--- config.mk ---
export PLATFORM = sky130hd
export DESIGN_NAME = param_updown_counter
export DESIGN_NICKNAME = d
export VERILOG_FILES = /design/src/rtl/param_counter_pkg.sv /design/src/rtl/param_updown_counter.sv
export SDC_FILE = /design/constraint.sdc
export NUM_CORES = 1
export LEC_CHECK = 0
export BUFFER_PORTS_ARGS = -buffer_cell sky130_fd_sc_hd__buf_4
export CELL_PAD_IN_SITES_DETAIL_PLACEMENT = 0
export CELL_PAD_IN_SITES_GLOBAL_PLACEMENT = 1
export CORE_UTILIZATION = 34
export CTS_CLUSTER_SIZE = 10
export DETAILED_ROUTE_END_ITERATION = 16
export GPL_TIMING_DRIVEN = 0
export HOLD_SLACK_MARGIN = 0.05
export PLACE_DENSITY = 0.83
export SLEW_MARGIN = 40
export SYNTH_ARGS = -nofsm -noshare
export SYNTH_HDL_FRONTEND = slang
export SYNTH_SLANG_ARGS = --single-unit
--- constraint.sdc ---
create_clock -name clk -period 2.6 [get_ports clk]
set_input_delay 0.26 -clock clk [delete_from_list [all_inputs] [get_ports clk]]
set_output_delay 0.26 -clock clk [all_outputs]
set_load 0.05 [all_outputs]
--- src/rtl/param_counter_pkg.sv ---
// Shared constants for the parametrised up/down counter: end-of-range mode
// selection (SATURATE parameter) and count direction encoding (up input).
package param_counter_pkg;

    typedef enum logic {
        CNT_MODE_WRAP = 1'b0,
        CNT_MODE_SAT  = 1'b1
    } cnt_mode_e;

    typedef enum logic {
        CNT_DIR_DOWN = 1'b0,
        CNT_DIR_UP   = 1'b1
    } cnt_dir_e;

endpackage

--- src/rtl/param_updown_counter.sv ---
// Synchronous parametrised up/down counter with modulus, clamped parallel
// load and wrap/saturate end-of-range behaviour.
// Optional build macro PARAM_COUNTER_OVF_STICKY_EN adds the registered
// ovf_sticky output (set on wrap or on a saturated hold, cleared by rst/load).
module param_updown_counter
    import param_counter_pkg::*;
#(
    parameter int WIDTH    = 4,
    parameter int MODULO   = 16,
    parameter int SATURATE = 0
) (
    input  logic             clk,
    input  logic             rst,
    input  logic             en,
    input  logic             up,
    input  logic             load,
    input  logic [WIDTH-1:0] load_val,
    output logic [WIDTH-1:0] q,
    output logic             tc,
    output logic             wrap
`ifdef PARAM_COUNTER_OVF_STICKY_EN
    ,
    output logic             ovf_sticky
`endif
);

    localparam logic [WIDTH:0] MAX = (WIDTH+1)'(MODULO - 1);
    localparam logic [WIDTH:0] ONE = (WIDTH+1)'(1);
    localparam bit             SAT = (SATURATE == int'(CNT_MODE_SAT));

    logic [WIDTH:0]   q_ext;
    logic [WIDTH:0]   load_ext;
    logic [WIDTH:0]   step_ext;
    logic             crossed;
    logic [WIDTH-1:0] q_next;
    logic             wrap_next;

    assign q_ext    = {1'b0, q};
    assign load_ext = {1'b0, load_val};

    // One extra bit lets MODULO = 2**WIDTH see its overflow and catches the
    // borrow when decrementing from zero.
    assign step_ext = (up == CNT_DIR_UP) ? (q_ext + ONE) : (q_ext - ONE);
    assign crossed  = (up == CNT_DIR_UP) ? (step_ext > MAX) : step_ext[WIDTH];

    // Terminal count depends only on the present count and direction.
    assign tc = (up == CNT_DIR_UP) ? (q_ext == MAX) : (q_ext == '0);

    // Next count and wrap pulse: load beats enable, end of range wraps or holds.
    always_comb begin
        q_next    = q;
        wrap_next = 1'b0;
        if (load) begin
            q_next = (load_ext > MAX) ? MAX[WIDTH-1:0] : load_val;
        end else if (en) begin
            if (!crossed) begin
                q_next = step_ext[WIDTH-1:0];
            end else if (!SAT) begin
                q_next    = (up == CNT_DIR_UP) ? '0 : MAX[WIDTH-1:0];
                wrap_next = 1'b1;
            end
        end
    end

    // Count and wrap registers with synchronous reset.
    always_ff @(posedge clk) begin
        if (rst) begin
            q    <= '0;
            wrap <= 1'b0;
        end else begin
            q    <= q_next;
            wrap <= wrap_next;
        end
    end

`ifdef PARAM_COUNTER_OVF_STICKY_EN
    logic sticky_set;

    assign sticky_set = wrap_next | (SAT && en && !load && crossed);

    // Sticky overflow flag; load clears it even when a set coincides.
    always_ff @(posedge clk) begin
        if (rst || load) begin
            ovf_sticky <= 1'b0;
        end else if (sticky_set) begin
            ovf_sticky <= 1'b1;
        end
    end
`endif

endmodule

Word level (Yosys, flattened, before mapping)
Index checks and enable logic that the tools add are counted.
- bits in registers: 5
- word-level logic and storage cells: 20
- bits of input ports: 9
- order comparisons: 2
- equality and inequality tests: 1
- reductions and logical operators: 3
- add/subtract/negate cells: 2
- mux-type cells: 9
- bitwise operators: 1
- operators with widths (cell ; count):
    2-to-1 mux 4 bit ; 5
    adder 4 x 1 -> 5 bit, second input constant ; 1
    > comparator 5 x 4 -> 1 bit, second input constant ; 1
    logical NOT 5 bit ; 1
    2-to-1 mux 5 bit ; 1
    subtractor 4 x 1 -> 5 bit, second input constant ; 1
    == test 4 bit, second input constant ; 1
    > comparator 4 bit, second input constant ; 1
    2-to-1 mux 1 bit ; 3
    OR reduction 3 bit ; 1
    nonzero test 2 bit ; 1
    NOT 1 bit ; 1

Depth between registers and ports, before layout
- depth in word-level cells: 7
- gate-level depth with buffers: 8
- depth with buffers taken out: 8

Worst setup path after synthesis
Ideal clock, no wire load.
- path kind: register to register
- start: register q[0]
- end: register q[0]
- arrival time: 2.294 ns
- cell stages (with the launch flop): 8
- data required time: 2.475 ns
- path slack: 0.181 ns
- buffers on the path: 0
- cell sequence: dfxtp_1 inv_1 fa_1 xor2_1 nand4b_1 o31ai_1 maj3_2 a211oi_2
- word-level cells in the longest chain between the ends: 7
- elaborated cells between the ends (all ways): 8
- those cells by class: add/sub (2); order compare (1); mux (5)
- RTL lines (item ; line ; RTL):
    start: declaration ; param_updown_counter.sv:18 ; output logic [WIDTH-1:0] q,
    start signal: assignment ; param_updown_counter.sv:71 ; q <= q_next;
    subtractor 4 x 1 -> 5 bit / adder 4 x 1 -> 5 bit (equally long branches) ; param_updown_counter.sv:43 ; assign step_ext = (up == CNT_DIR_UP) ? (q_ext + ONE) : (q_ext - ONE);
    2-to-1 mux 5 bit (*) ; param_updown_counter.sv:43 ;
    > comparator 5 x 4 -> 1 bit ; param_updown_counter.sv:44 ; assign crossed = (up == CNT_DIR_UP) ? (step_ext > MAX) : step_ext[WIDTH];
    2-to-1 mux 1 bit ; param_updown_counter.sv:44 ;
    2-to-1 mux 4 bit (*) ; param_updown_counter.sv:56 ; if (!crossed) begin
    2-to-1 mux 4 bit (*) ; param_updown_counter.sv:55 ; end else if (en) begin
    2-to-1 mux 4 bit (*) ; param_updown_counter.sv:53 ; if (load) begin
Mark *: on every way between the ends. The rest lies on a longest branch, timed or not. The select of a mux whose other input is x is not followed.
A chain may end at the register's enable or synchronous reset.

Worst setup path in the final report
Same ends and word-level chain as after synthesis.

==> metrics <==
post-synthesis cell type count=31; CTS Buf Count=3; total gr overflow=0; CP top delay family=adder cells; final instance area=around 630 um2; Final min period=2.273 ns; WP data arrival=about 2.4 ns; setup bufs post-CTS=0; Final period util=87.44%; Crit Path Category=flop to flop; Slew @ Worst Pin=0.3959 ns; fin util=between 40% and 50%; commonest non-fill, non-tap cell in the layout=buf_4; # setup viols final=0; drt total wl=about 1.1 mm; Area contributors post-synth=dfxtp_1 (20%), ha_1 (10%), o21ai_0 (7.1%); hold slack final=between 0.2 and 0.25 ns; Critical Path Source Type=flop; R2R cell count=7; max_cap viols=0; DRC errors left=0; Seq cells post-synth=5; Post-Synthesis Cells=62; final setup TNS=0 ns; hold path depth=2; Yosys top cell area share=20.36%; initial core utilization=a little under two fifths; layout cells sized above 1=30.38%; vias post-DR=between 400 and 500; htree depth=1; Hold Path Class=primary input to flop; Avg Synthesized Cell Area=between 7 and 8 um2; CP max stage delay=around 0.44 ns; post-synthesis sequential area ratio=between 20 and 25%; largest net degree at the start of global routing=10; number of global-route vias before repair=397; Synthesis Warnings=0; hold_buf cts=0; placed cell area=approximately 600 um2; Die H=about 40 um; clock skew=0.003416 ns; nets@finish=94; CTS Sinks=5; Synth Cell Area=between 400 and 500 um2; ys flop type=dfxtp_1; Core Box Area=~0.0013 mm2; Total Routing Usage GR=between 10% and 20%; # IOs=15; dpl hpwl=897 um; Final Hold Viols=0; die area=around 0.0016 mm2; CP Data Required Time=between 2 and 3 ns; leakage=0.2575 nW; Max IR drop VDD=~0.23 mV; Worst-path clk slew=about 0.040 ns; Post-DRT Antenna Nets=0; row cnt=13; run status=completed; n_diodes=0; most frequent cells in the layout=buf_4 (13), o21ai_0 (7), nor2_1 (7); EDFF count, synth=0; CTS tree=yes; cell taking the most area after synthesis=dfxtp_1; CP Depth=7; drt initial violations=10; initial antenna violation count=0; vias per cell=approximately 5.3; worst-path maximum fanout=6; f_max=about 440 MHz; Worst Path Buf+Inv=1; Clock Path Buffers=2; RSZ-0062 raised after global routing=false; Slew HR=around three quarters; Placer Congestion=around 0.74; max-slew violations=0; first-pass GRT wire length=~1.8 mm; Area Growth Syn to Fin=29.01%; CTS Root Cell=clkbuf_4; wire per inst=approximately 12 um; Worst path slowest cell=fa_1; Clock Latency Late Sink=roughly 0.24 ns; DIE WIDTH=40.03 um; DP Cell Count=90; Worst Setup End Kind=flop; fin cells=94; Net Count, Synth=76; first drt pass iteration count=4; P per Cell Area=512.0 mW/mm2; Resized cells post-CTS=0; PortBufs=13; ys async rst share=0%; Critical Path, Cell by Cell=inv_1 -> fa_1 -> xor2_1 -> nand4b_1 -> o31ai_1 -> maj3_2 -> a211oi_2
[cell usage after synthesis, drive strengths merged, types with 3 or more instances]
| cell | instances |
|---|---|
| dfxtp | 5 |
| ha | 4 |
| inv | 3 |
| nand2 | 3 |
| nor2 | 7 |
| o21ai | 7 |
[through the flow]
| stage | total power [mW] | setup slack (ns) |
|---|---|---|
| finish | 0.3248 | 0.3266 |
| global route | 0.3514 | 0.1606 |
| CTS | 0.3283 | 0.3138 |
| detailed placement | 0.2357 | 0.2818 |
| global placement | 0.2338 | 0.3106 |
| floorplan | 0.1956 | 0.1813 |
[layout make-up]
class                           count  area (um2)
Clock buffer                        4       26.28
Buffer                              1       3.754
Fill cell                         142       683.2
Sequential cell                     5       100.1
Inverter                            4       15.01
Multi-Input combinational cell     52       372.9
Timing Repair Buffer               13       97.59
Tap cell                           15       18.77
[worst paths after layout]
path | from | end | slack [ns]
max | q[0] | q[0] | 0.33
min | rst | q[0] | 0.22
max reg2reg | q[0] | q[0] | 0.33
min reg2reg | q[1] | q[1] | 0.64
[where the power goes]
group	internal (mW)	switching (mW)	leakage [nW]
clock network	0.0580	0.0322	0.0150
logic	0.0588	0.0837	0.201
registers	0.0833	0.00875	0.0414
[kinds of logic after synthesis]
logic type	after synthesis	share of synthesized area (%)
compound gates	21	30.28
simple gates	23	25.45
flops	5	20.36
fa+ha+maj	6	16.54
buf+inv	5	3.815
xor+xnor	2	3.563
[flip-flops by register name, indices dropped and copies added, names as in the netlist]
register	cells
q	4
wrap	1
[layer usage]
metal  part of all wire [%]  wire length [um]  vias to the layer above  track usage, %
li1                       -                 -                      263               -
met1                     49               540                      224           21.78
met3                    4.2                47                        0           6.667
met2                     47               524                       11           25.81
met4                      0                 0                        0               0
met5                      0                 0                        -               0
(Power assumes the default switching activity.)
